$ cat src/rtl/accel_pkg.sv
// Shared types and register bit positions for the dot-product sequencer.
// The MAC block and the sequencer top import this package.
package accel_pkg;

  typedef enum logic [2:0] {
    IDLE = 3'd0,
    RD_A = 3'd1,
    RD_B = 3'd2,
    MAC  = 3'd3,
    WR   = 3'd4,
    DONE = 3'd5
  } state_t;

  localparam int START_BIT = 0;
  localparam int ABORT_BIT = 1;
  localparam int LEN_LSB   = 8;
  localparam int LEN_MSB   = 15;

  localparam int DONE_BIT  = 0;
  localparam int BUSY_BIT  = 1;
  localparam int OVF_BIT   = 2;

  localparam int ADDR_STEP_DEF = 4;

  // Signed-add overflow: both addends share a sign that the sum does not.
  function automatic logic add_ovf(input logic [31:0] x, input logic [31:0] y,
                                   input logic [31:0] s);
    return (x[31] == y[31]) && (s[31] != x[31]);
  endfunction

endpackage

$ cat src/rtl/accel_mac16.sv
// Signed 16x16 multiply with a wrapping 32-bit accumulator and a sticky overflow flag.
// Clear has priority over enable.
module accel_mac16 import accel_pkg::*; (
  input  logic        clk,
  input  logic        rst_n,
  input  logic        i_clr,
  input  logic        i_en,
  input  logic [15:0] i_a,
  input  logic [15:0] i_b,
  output logic [31:0] o_acc,
  output logic        o_ovf
);

  logic signed [31:0] w_prod;
  logic        [31:0] w_sum;
  logic        [31:0] r_acc;
  logic               r_ovf;

  assign w_prod = $signed(i_a) * $signed(i_b);
  assign w_sum  = r_acc + w_prod;

  always_ff @(posedge clk or negedge rst_n) begin
    if (!rst_n) begin
      r_acc <= '0;
      r_ovf <= 1'b0;
    end else if (i_clr) begin
      r_acc <= '0;
      r_ovf <= 1'b0;
    end else if (i_en) begin
      r_acc <= w_sum;
      if (add_ovf(r_acc, w_prod, w_sum)) r_ovf <= 1'b1;
    end
  end

  assign o_acc = r_acc;
  assign o_ovf = r_ovf;

endmodule

$ cat src/rtl/accel_dot_seq.sv
// Dot-product sequencer: reads vectors A and B from SRAM, accumulates a*b,
// writes the sum just past the end of B and raises a sticky done flag.
//
// state | meaning
// IDLE  | waiting for a start rising edge
// RD_A  | read A[idx]
// RD_B  | read B[idx], capture A[idx]
// MAC   | accumulate A[idx]*B[idx], advance idx
// WR    | write acc to b_base + len*step, latch result
// DONE  | one cycle, done already set, back to IDLE
module accel_dot_seq import accel_pkg::*; #(
  parameter int              ADDR_W    = 13,
  parameter int              DATA_W    = 32,
  parameter int              ADDR_STEP = ADDR_STEP_DEF,
  parameter logic [ADDR_W-1:0] A_BASE  = '0
) (
  input  logic              clk,
  input  logic              rst_n,
  input  logic [15:0]       stat_reg_cal,
  input  logic [15:0]       ram_sel,
  output logic [15:0]       done_reg,
  output logic              seq_rd_en,
  output logic [ADDR_W-1:0] seq_rd_addr,
  input  logic [DATA_W-1:0] seq_rd_data,
  output logic              seq_wr_en,
  output logic [ADDR_W-1:0] seq_wr_addr,
  output logic [DATA_W-1:0] seq_wr_data,
  output logic [31:0]       result
);

  state_t            r_state, w_next;
  logic              r_start_d;
  logic [7:0]        r_len;
  logic [ADDR_W-1:0] r_b_base;
  logic [7:0]        r_idx;
  logic [15:0]       r_a;
  logic              r_done;
  logic [31:0]       r_result;

  logic              w_start_pulse;
  logic              w_busy;
  logic              w_abort;
  logic              w_capture;
  logic              w_mac_en;
  logic              w_wr_fire;
  logic [7:0]        w_len_in;
  logic [8:0]        w_idx_nxt;
  logic [ADDR_W-1:0] w_idx_off;
  logic [ADDR_W-1:0] w_len_off;
  logic [31:0]       w_acc;
  logic              w_ovf;
  logic              w_unused;

  assign w_start_pulse = stat_reg_cal[START_BIT] & ~r_start_d;
  assign w_len_in      = stat_reg_cal[LEN_MSB:LEN_LSB];
  assign w_busy        = (r_state == RD_A) || (r_state == RD_B) ||
                         (r_state == MAC)  || (r_state == WR);
  assign w_abort       = stat_reg_cal[ABORT_BIT] & w_busy;
  assign w_capture     = (r_state == IDLE) & w_start_pulse;
  assign w_idx_nxt     = {1'b0, r_idx} + 9'd1;
  assign w_idx_off     = ADDR_W'(r_idx) * ADDR_W'(ADDR_STEP);
  assign w_len_off     = ADDR_W'(r_len) * ADDR_W'(ADDR_STEP);
  assign w_unused      = ^{ram_sel[15:ADDR_W], seq_rd_data[DATA_W-1:16],
                           stat_reg_cal[LEN_LSB-1:ABORT_BIT+1]};

  accel_mac16 u_mac (
    .clk   (clk),
    .rst_n (rst_n),
    .i_clr (w_capture),
    .i_en  (w_mac_en),
    .i_a   (r_a),
    .i_b   (seq_rd_data[15:0]),
    .o_acc (w_acc),
    .o_ovf (w_ovf)
  );

  always_comb begin
    w_next      = r_state;
    seq_rd_en   = 1'b0;
    seq_rd_addr = '0;
    seq_wr_en   = 1'b0;
    seq_wr_addr = '0;
    seq_wr_data = '0;
    w_mac_en    = 1'b0;
    case (r_state)
      IDLE: if (w_start_pulse) w_next = (w_len_in == 8'd0) ? WR : RD_A;
      RD_A: begin
        seq_rd_en   = 1'b1;
        seq_rd_addr = A_BASE + w_idx_off;
        w_next      = RD_B;
      end
      RD_B: begin
        seq_rd_en   = 1'b1;
        seq_rd_addr = r_b_base + w_idx_off;
        w_next      = MAC;
      end
      MAC: begin
        w_mac_en = 1'b1;
        w_next   = (w_idx_nxt < {1'b0, r_len}) ? RD_A : WR;
      end
      WR: begin
        seq_wr_en   = 1'b1;
        seq_wr_addr = r_b_base + w_len_off;
        seq_wr_data = DATA_W'(w_acc);
        w_next      = DONE;
      end
      DONE:    w_next = IDLE;
      default: w_next = IDLE;
    endcase
    // Abort wins over whatever this cycle would have done.
    if (w_abort) begin
      w_next      = IDLE;
      seq_rd_en   = 1'b0;
      seq_rd_addr = '0;
      seq_wr_en   = 1'b0;
      seq_wr_addr = '0;
      seq_wr_data = '0;
      w_mac_en    = 1'b0;
    end
  end

  assign w_wr_fire = (r_state == WR) & ~w_abort;

  always_ff @(posedge clk or negedge rst_n) begin
    if (!rst_n) begin
      r_state   <= IDLE;
      r_start_d <= 1'b0;
      r_len     <= '0;
      r_b_base  <= '0;
      r_idx     <= '0;
      r_a       <= '0;
      r_done    <= 1'b0;
      r_result  <= '0;
    end else begin
      r_state   <= w_next;
      r_start_d <= stat_reg_cal[START_BIT];
      if (w_capture) begin
        r_len    <= w_len_in;
        r_b_base <= ram_sel[ADDR_W-1:0];
        r_idx    <= '0;
        r_done   <= 1'b0;
        r_result <= '0;
      end
      if (r_state == RD_B) r_a <= seq_rd_data[15:0];
      if (w_mac_en) r_idx <= r_idx + 8'd1;
      if (w_wr_fire) begin
        r_result <= w_acc;
        r_done   <= 1'b1;
      end
    end
  end

  always_comb begin
    done_reg           = '0;
    done_reg[DONE_BIT] = r_done;
    done_reg[BUSY_BIT] = w_busy;
    done_reg[OVF_BIT]  = w_ovf;
  end

  assign result = r_result;

endmodule

$ cat config.mk
export PLATFORM = sky130hd
export DESIGN_NAME = accel_dot_seq
export DESIGN_NICKNAME = d
export VERILOG_FILES = /design/src/rtl/accel_pkg.sv /design/src/rtl/accel_mac16.sv /design/src/rtl/accel_dot_seq.sv
export SDC_FILE = /design/constraint.sdc
export NUM_CORES = 1
export LEC_CHECK = 0
export ABC_AREA = 1
export CORE_UTILIZATION = 65
export DETAILED_ROUTE_END_ITERATION = 8
export PLACE_DENSITY = 0.92
export SLEW_MARGIN = 15
export SYNTH_ARGS = -nofsm -noshare
export SYNTH_HDL_FRONTEND = slang
export SYNTH_SLANG_ARGS = --single-unit
$ cat constraint.sdc
create_clock -name clk -period 13 [get_ports clk]
set_clock_uncertainty 0.15 [all_clocks]
set_input_delay 3.9 -clock clk [delete_from_list [all_inputs] [get_ports clk]]
set_output_delay 3.9 -clock clk [all_outputs]
set_load 0.05 [all_outputs]
==> results of run 1 <==
[per-stage QoR]
step	hold WS, ns	area (um2)
after floorplan	0.293	18200
after global placement	0.306	19600
after detailed placement	0.320	19600
after CTS	0.337	20200
after global routing	0.359	20200
final	0.334	20200
[logic make-up after synthesis]
logic type / after synthesis / synth area share, %
AO/OA/AOI/OAI: 288 / 9.62
XOR/XNOR: 41 / 1.98
adder cells (fa/ha/maj): 402 / 38.6
buffers and inverters: 699 / 14.9
flip-flops: 115 / 15.8
other: 1 / 0.0206
AND/OR/NAND/NOR: 858 / 19.0
[routing by layer]
metal	global-route usage [%]	vias to the layer above	share of wire, %
li1	-	7287	-
met1	45.2	7687	39
met2	60.6	852	48
met3	5.97	221	8.5
met4	15.8	0	4.2
met5	0	-	0
[path summary, 6_finish.rpt]
kind / endpoint / slack (ns)
max: u_mac.o_acc[30] / 1.29
min: u_mac.o_ovf / 0.33
max reg2reg: u_mac.o_acc[30] / 5.13
min reg2reg: u_mac.o_ovf / 0.33
max in group asynchronous: u_mac.o_acc[17] / 8.03
min in group asynchronous: r_b_base[1] / 3.28
[registers in the layout (all words and copies together) (netlist names)]
name / count
r_state: 3
r_b_base: 13
r_len: 8
result: 32
r_start_d: 1
u_mac.o_acc: 32
r_done: 1
r_idx: 8
u_mac.o_ovf: 1
r_a: 16
[layout by cell type, fill, tap and decap left out, types with 4 or more instances in the layout]
cell and count:
inv_2 12, or2_2 6, nor3_1 16, fa_1 265, xor2_1 24, xnor2_1 17, nand2_2 6, conb_1 13
nand3_1 44, inv_1 582, dfrtp_1 115, clkinv_2 5, o21bai_1 5, nor2_2 5, a31o_1 30, nand4_1 6
a31oi_1 9, clkbuf_16 17, ha_1 137, a21o_1 9, nand3_2 4, o21ai_2 4, a21oi_1 86, o21ai_0 85
clkdlybuf4s50_1 134, nand2_1 607, o22ai_1 17, o21ai_1 11, nor4_1 4, o2111ai_1 4, a21oi_2 6, buf_4 6
nor2_1 148
[layout make-up]
class,instances,share of cell area [%]
timing repair buffer,140,6.87
inverter,594,11.1
multi-input combinational,1602,62.6
sequential,115,14.3
clock inverter,13,0.664
tap,372,2.31
clock buffer,19,2.25
[worst max-delay path, cell delays in order]
cell             delay (ns)
clkdlybuf4s50_1        0.91
nand2_1                0.36
inv_1                  0.10
fa_1                   0.62
inv_1                  0.16
fa_1                   0.52
inv_1                  0.35
fa_1                   0.53
fa_1                   0.60
fa_1                   0.45
fa_1                   0.45
ha_1                   0.39
nand2_1                0.11
nor2_1                 0.18
nand2_1                0.13
nor3_1                 0.17
a211o_1                0.22
a21oi_1                0.09
xnor2_1                0.23
ha_1                   0.32
a21oi_1                0.21
o21ai_0                0.10
a21oi_1                0.17
o21ai_0                0.12
a21oi_1                0.22
nand3_1                0.11
nand3_1                0.09
nand2_1                0.06
==> impl_metrics.csv, run 1 <==
group,metric,value,unit
outcome,status,"completed",
sta,finalHoldViolCount,0,
layout,regArea,2880,um2
cts,clk_pin_slew,0.06,ns
sta,maxSlewViolCount,0,
floorplanning,start_util,66.9,%
worst_setup_path,path_max_fanout,17,
worst_setup_path,cp.required,13.17,ns
yosys,synth-edff-count,0,
detailed_routing,vias,16000,
placement,dp_hpwl,38.0,mm
global_route,antenna_found_initial,0,
global_route,grt_pass1_wl,81.2,mm
sta,grt_setup_unrepaired,"false",
worst_hold_path,holdCritStartpoint,"u_mac.o_ovf",
cts,hold_buffers,0,
cts,cts_resized,0,
floorplanning,core_region_area,27200,um2
floorplanning,ioPinCount,174,
yosys,synth.avg_cell_area,7.56,um2
placement,post-place-cells,2823,
cts,clockRootBuffer,"clkbuf_16",
floorplanning,dieArea,28600,um2
cts,postCtsSetupBuffers,0,
placement,globalplace.congestion,0.963,
worst_hold_path,min_path_type,"reg -> reg",
yosys,ys.flop_type,"dfrtp_1",
worst_setup_path,path_class,"in -> reg",
floorplanning,die_h,169,um
worst_setup_path,reg2reg_from,"r_a[15]",
cts,cts_made_buffers,17,
sta,finalCriticalPeriod,11.71,ns
detailed_routing,vias_per_cell,5.62,
detailed_routing,dr.first_iter.drc_count,1270,
worst_hold_path,holdPathStages,2,
worst_setup_path,endpoint_kind,"flip-flop",
sta,tns,0,ns
detailed_routing,wl_per_cell,16.9,um
yosys,synthArstFlopShare,100,%
yosys,yosysMostFrequentCell,"nand2_1",
yosys,syn-cell-area,18200,um2
placement,place_ws,1.05,ns
yosys,ys_ff_latch,115,
cts,cts_sinks,115,
yosys,synthTopCellsByCount,"607 x nand2_1, 582 x inv_1, 265 x fa_1",
worst_setup_path,critPathLaunch,"seq_rd_data[2]",
global_route,grt_pass1_vias,17000,
layout,drive_gt1_share,3.71,%
layout,finish.utilization,74.2,%
layout,syn_to_final_growth,11.0,%
cts,cts_max_level,4,
yosys,syn_inst,2404,
detailed_routing,first_pass_iters,5,
worst_setup_path,cp.arrival,11.88,ns
global_route,grt_max_degree,80,
layout,multi_input_area,12600,um2
worst_setup_path,worstSetupStartpointType,"input port",
sta,tightest_slew,1.14,ns
sta,setup_viol,0,
floorplanning,die_w,169,um
layout,antenna_cells,0,
global_route,overflow,0,
global_route,track_usage,35.7,%
layout,num-nets-final,2938,
cts,clk_latency,0.43,ns
job,max_cap_viol_count,0,
layout,nFillCells,1926,
detailed_routing,drc,0,
detailed_routing,ant_nets,0,
yosys,seq_area_frac_synth,15.8,%
yosys,yosys.area.top_type_share,29.2,%
yosys,ys.warnings.count,0,
sta,relSlewSlack,23.7,%
worst_setup_path,ff2ff_path_depth,27,
floorplanning,fp-row-count,60,
sta,fmax,0.0854,GHz
placement,portBuffers,135,
sta,min_period_over_period,90.1,%
cts,clockBufferDepth,2,
cts,cts_tree,"done",
yosys,synth_cell_types,55,
sta,setup_ws,1.29,ns
yosys,yosysTopAreaCell,"fa_1",
detailed_routing,wl,48.1,mm
layout,instances_no_fill,2855,
yosys,synthTopCellsByArea,"fa_1 29%, dfrtp_1 16%, nand2_1 13%",
Power of run 1 is not shown: default switching activity piles up to over one toggle a cycle in this logic, so the estimate is an artifact.
==> run 2, diff against run 1 <==
--- a/config.mk
+++ b/config.mk
@@ -6,9 +6,10 @@
 export NUM_CORES = 1
 export LEC_CHECK = 0
 export ABC_AREA = 1
-export CORE_UTILIZATION = 65
+export CORE_UTILIZATION = 66
+export CTS_BUF_LIST = sky130_fd_sc_hd__clkbuf_8
 export DETAILED_ROUTE_END_ITERATION = 8
-export PLACE_DENSITY = 0.92
+export PLACE_DENSITY = 0.93
 export SLEW_MARGIN = 15
 export SYNTH_ARGS = -nofsm -noshare
 export SYNTH_HDL_FRONTEND = slang
==> run 2 against run 1 <==
Net effect:
- first-iteration DRC count grew 6.9%
- register-to-register slack is essentially flat
- via count is essentially flat
- die area shrank 1.5%
- largest cell class unchanged
==> impl_metrics.csv, run 2 (synthesized netlist as in run 1, its figures left out) <==
group,metric,value,unit
worst_setup_path,cp.arrival,11.78,ns
sta,setup_viol,0,
layout,drive_gt1_share,3.71,%
cts,cts_made_buffers,17,
layout,layout_commonest_cell,"nand2_1",
sta,tightest_slew,1.14,ns
placement,globalplace.congestion,0.966,
worst_setup_path,worstSetupStartpointType,"input port",
floorplanning,core_region_area,27000,um2
sta,finalCriticalPeriod,11.59,ns
worst_setup_path,critPathBufInv,4,
layout,syn_to_final_growth,9.59,%
global_route,antenna_found_initial,0,
sta,tns,0,ns
global_route,grt_pass1_wl,81.2,mm
detailed_routing,wl_met3,4.28,mm
layout,num-nets-final,2938,
worst_setup_path,critical-path-top-delay-family,"adder cells",
global_route,track_usage,36.2,%
layout,layout_common_cells,"607 x nand2_1, 582 x inv_1, 265 x fa_1, 148 x nor2_1, 137 x ha_1",
floorplanning,ioPinCount,174,
worst_hold_path,min_path_type,"reg -> reg",
global_route,grt_max_degree,82,
cts,clockBufferDepth,2,
cts,clk_pin_slew,0.08,ns
detailed_routing,wl_met1,19.1,mm
global_route,grt_pass1_vias,17000,
detailed_routing,routed.top_layer,"met4",
sta,setup_ws,1.41,ns
floorplanning,dieArea,28200,um2
cts,cts_sinks,115,
detailed_routing,dr_wl_met2,23.9,mm
floorplanning,die_w,168,um
cts,hold_buffers,0,
cts,cts_max_level,4,
placement,portBuffers,135,
sta,maxSlewViolCount,0,
layout,antenna_cells,0,
placement,post-place-cells,2792,
placement,place_ws,1.13,ns
global_route,overflow,0,
placement,dp_hpwl,39.3,mm
worst_setup_path,path_class,"in -> reg",
detailed_routing,first_pass_iters,6,
detailed_routing,wl,48.8,mm
floorplanning,start_util,67.4,%
job,max_cap_viol_count,0,
detailed_routing,drc,0,
sta,fmax,0.0863,GHz
cts,cts_resized,0,
worst_setup_path,path_max_fanout,17,
layout,nFillCells,1900,
sta,grt_setup_unrepaired,"false",
sta,min_period_over_period,89.1,%
layout,instances_no_fill,2824,
cts,clk_latency,0.46,ns
detailed_routing,vias,16000,
outcome,status,"completed",
detailed_routing,wl_per_cell,17.3,um
sta,finalHoldViolCount,0,
detailed_routing,vias_per_cell,5.68,
worst_setup_path,slowest_delay,0.88,ns
worst_setup_path,endpoint_kind,"flip-flop",
cts,clockRootBuffer,"clkbuf_8",
cts,cts_tree,"done",
worst_setup_path,cp.required,13.20,ns
sta,relSlewSlack,23.6,%
cts,postCtsSetupBuffers,0,
detailed_routing,dr.first_iter.drc_count,1357,
floorplanning,fp-row-count,60,
detailed_routing,ant_nets,0,
worst_setup_path,cp_slowest_cell,"clkdlybuf4s50_1",
worst_setup_path,crit_top_cell,"fa_1",
floorplanning,die_h,168,um
run 2: cell types whose count changed in the layout (fill, tap and decap cells not counted):
cell       delta
clkinv_2      -2
inv_6         +3
clkinv_4      +1
bufinv_16     -2
clkbuf_8     +17
clkbuf_16    -17
run 2: routing by layer:
layer  track usage [%]  up-vias
met4              12.8        0
met5                 0        -
met1              45.7     7772
li1                  -     7289
met2              62.4      808
met3              6.72      166
run 2: worst paths after layout:
path                                     start               to  slack [ns]  depth (start not counted)
worst max-delay path            seq_rd_data[2]  u_mac.o_acc[30]        1.41                         28
worst min-delay path                    r_done           r_done        0.35                          2
worst max register to register         r_a[15]  u_mac.o_acc[30]        5.14                         27
worst min register to register          r_done           r_done        0.35                          2
max in group asynchronous                rst_n  u_mac.o_acc[18]        8.04                          2
min in group asynchronous                rst_n           r_done        3.25                          1
run 2: through the flow:
| step | instance area [um2] | hold WS (ns) | util (%) |
|---|---|---|---|
| finish | 19900 | 0.349 | 73.9 |
| global placement | 19500 | 0.308 | 72.5 |
| detailed placement | 19500 | 0.330 | 72.5 |
| floorplan | 18200 | 0.293 | - |
| CTS | 19900 | 0.349 | 73.9 |
| global route | 19900 | 0.381 | 73.9 |
run 2: layout make-up:
cell class / count / area [um2] / share of cell area [%]
Clock buffer: 19 / 262 / 1.31
Sequential cell: 115 / 2880 / 14.5
Timing Repair Buffer: 140 / 1390 / 6.96
Clock inverter: 13 / 98.8 / 0.496
Multi-Input combinational cell: 1602 / 12600 / 63.4
Tap cell: 341 / 427 / 2.14
Inverter: 594 / 2230 / 11.2
run 2: worst register-to-register path, cell delays in order (launching register included):
cell,delay [ns]
dfrtp_1,0.63
nand2_1,0.25
inv_1,0.11
fa_1,0.67
inv_1,0.16
fa_1,0.48
inv_1,0.35
fa_1,0.52
fa_1,0.58
fa_1,0.44
fa_1,0.46
ha_1,0.40
nand2_1,0.12
nor2_1,0.17
nand2_1,0.15
nor3_1,0.18
a211o_1,0.22
a21oi_1,0.10
xnor2_1,0.29
ha_1,0.35
a21oi_1,0.21
o21ai_0,0.10
a21oi_1,0.12
o21ai_0,0.09
a21oi_1,0.19
nand3_1,0.10
nand3_1,0.09
nand2_1,0.06
Power of run 2 is left out for the same reason.
==> RTL edit: new RTL, flow settings as in run 2 <==
Encoding of `state_t`: now Gray code (3 bits for 6 states).
--- a/src/rtl/accel_pkg.sv
+++ b/src/rtl/accel_pkg.sv
@@ -3,12 +3,12 @@
 package accel_pkg;
 
   typedef enum logic [2:0] {
-    IDLE = 3'd0,
-    RD_A = 3'd1,
-    RD_B = 3'd2,
-    MAC  = 3'd3,
-    WR   = 3'd4,
-    DONE = 3'd5
+    IDLE = 3'b000,
+    RD_A = 3'b001,
+    RD_B = 3'b011,
+    MAC  = 3'b010,
+    WR   = 3'b110,
+    DONE = 3'b111
   } state_t;
 
   localparam int START_BIT = 0;
Check against the original RTL: no difference found for any inputs over 4 cycles, from zero or initial values and one cycle with rst_n low; so few cycles prove little.
==> RTL edit against run 2 <==
Via count down 0.56%; cell area shrank 0.65%; wire length is essentially flat; sequential cell count unchanged; synthesized area shrank 1.1%; worst setup slack worse by 250 ps; critical endpoint is now u_mac.o_ovf; highest routed layer unchanged.
Power is left out: the tool's default activity adds up to more than one toggle a clock period on the data nets, which glitch-free logic cannot reach.
==> RTL edit: results (changes against run 2) <==
setup_path:
  slowest_delay_ps: 860  # was 880 ps
  rr_endpoint: "u_mac.o_ovf"  # was u_mac.o_acc[30]
  setup.worst_path.start: "seq_rd_data[3]"  # was seq_rd_data[2]
  reg2reg_slack_ps: 4700  # was 5140 ps
yosys:
  ys_types: 48  # was 55
  synth-seq-area-share: 0.160  # was 0.158
  ys_top_cells_by_count: "593 x inv_1, 576 x nand2_1, 265 x fa_1, 147 x nor2_1, 137 x ha_1"  # was 607 x nand2_1, 582 x inv_1, 265 x fa_1, 148 x nor2_1, 137 x ha_1
  yosys-top-cells-area: "fa_1 30%, dfrtp_1 16%, inv_1 12%"  # was fa_1 29%, dfrtp_1 16%, nand2_1 13%
  synth_xor_area_frac: 0.0166  # was 0.0198
  postSynthCellCount: 2376  # was 2,404
  synth_most_common_cell: "inv_1"  # was nand2_1
cells_and_area:
  fillers: 1883  # was 1,900
  nNetsFinal: 2914  # was 2,938
  fin_util: 0.738  # was 0.739
  layout-drive-gt1-share: 0.0415  # was 0.0371
placed_design:
  post-place-cells: 2768  # was 2,792
  post_dp_cell_area_um2: 19400  # was 19,500 um^2
  routabilityCongestion: 0.922  # was 0.966
detailed_routing:
  vias: 15900  # was 16,000
  route.met3.wl_mm: 4.75  # was 4.28 mm
  drt-total-wl_mm: 48.8  # about the same
  dr.pass1.iters: 7  # was 6
  wl_met2_mm: 23.7  # was 23.9 mm
  m1WireLength_mm: 18.8  # was 19.1 mm
  drt_first_iter_violations: 1343  # was 1,357
global_route:
  grt_max_degree: 67  # was 82
  grt_usage: 0.367  # was 0.362
sta:
  slew_headroom: 0.349  # was 0.236
run_status:
  status: "finished, final reports clean"  # unchanged
[RTL edit: cell types whose count changed in the layout (fill, tap and decap cells not counted), sizes merged, moves of 4 or more]
cell	run 2	this run
nand2	613	579
a21oi	92	110
o21ai	100	109
a31oi	9	4
buf	6	11
nor2	154	149
o22ai	17	12
xnor2	17	13
[RTL edit: layout make-up]
class	count	share of cell area
Clock buffer	18	0.0125
Clock inverter	14	0.00658
Inverter	594	0.113
Multi-Input combinational cell	1573	0.629
Sequential cell	115	0.145
Tap cell	341	0.0216
Timing Repair Buffer	145	0.0720
[RTL edit: layer usage]
metal	GRT usage	up-vias
met5	0	-
met4	0.125	0
met3	0.0846	173
met2	0.623	906
met1	0.463	7649
li1	-	7218
[RTL edit: stage by stage]
| step | hold WS, ps | setup slack [ps] |
|---|---|---|
| 2_1_floorplan | 293 | 2530 |
| 3_3_place_gp | 311 | 1130 |
| 3_5_place_dp | 327 | 934 |
| 4_1_cts | 352 | 1350 |
| 5_1_grt | 379 | 566 |
| 6_report | 344 | 1170 |
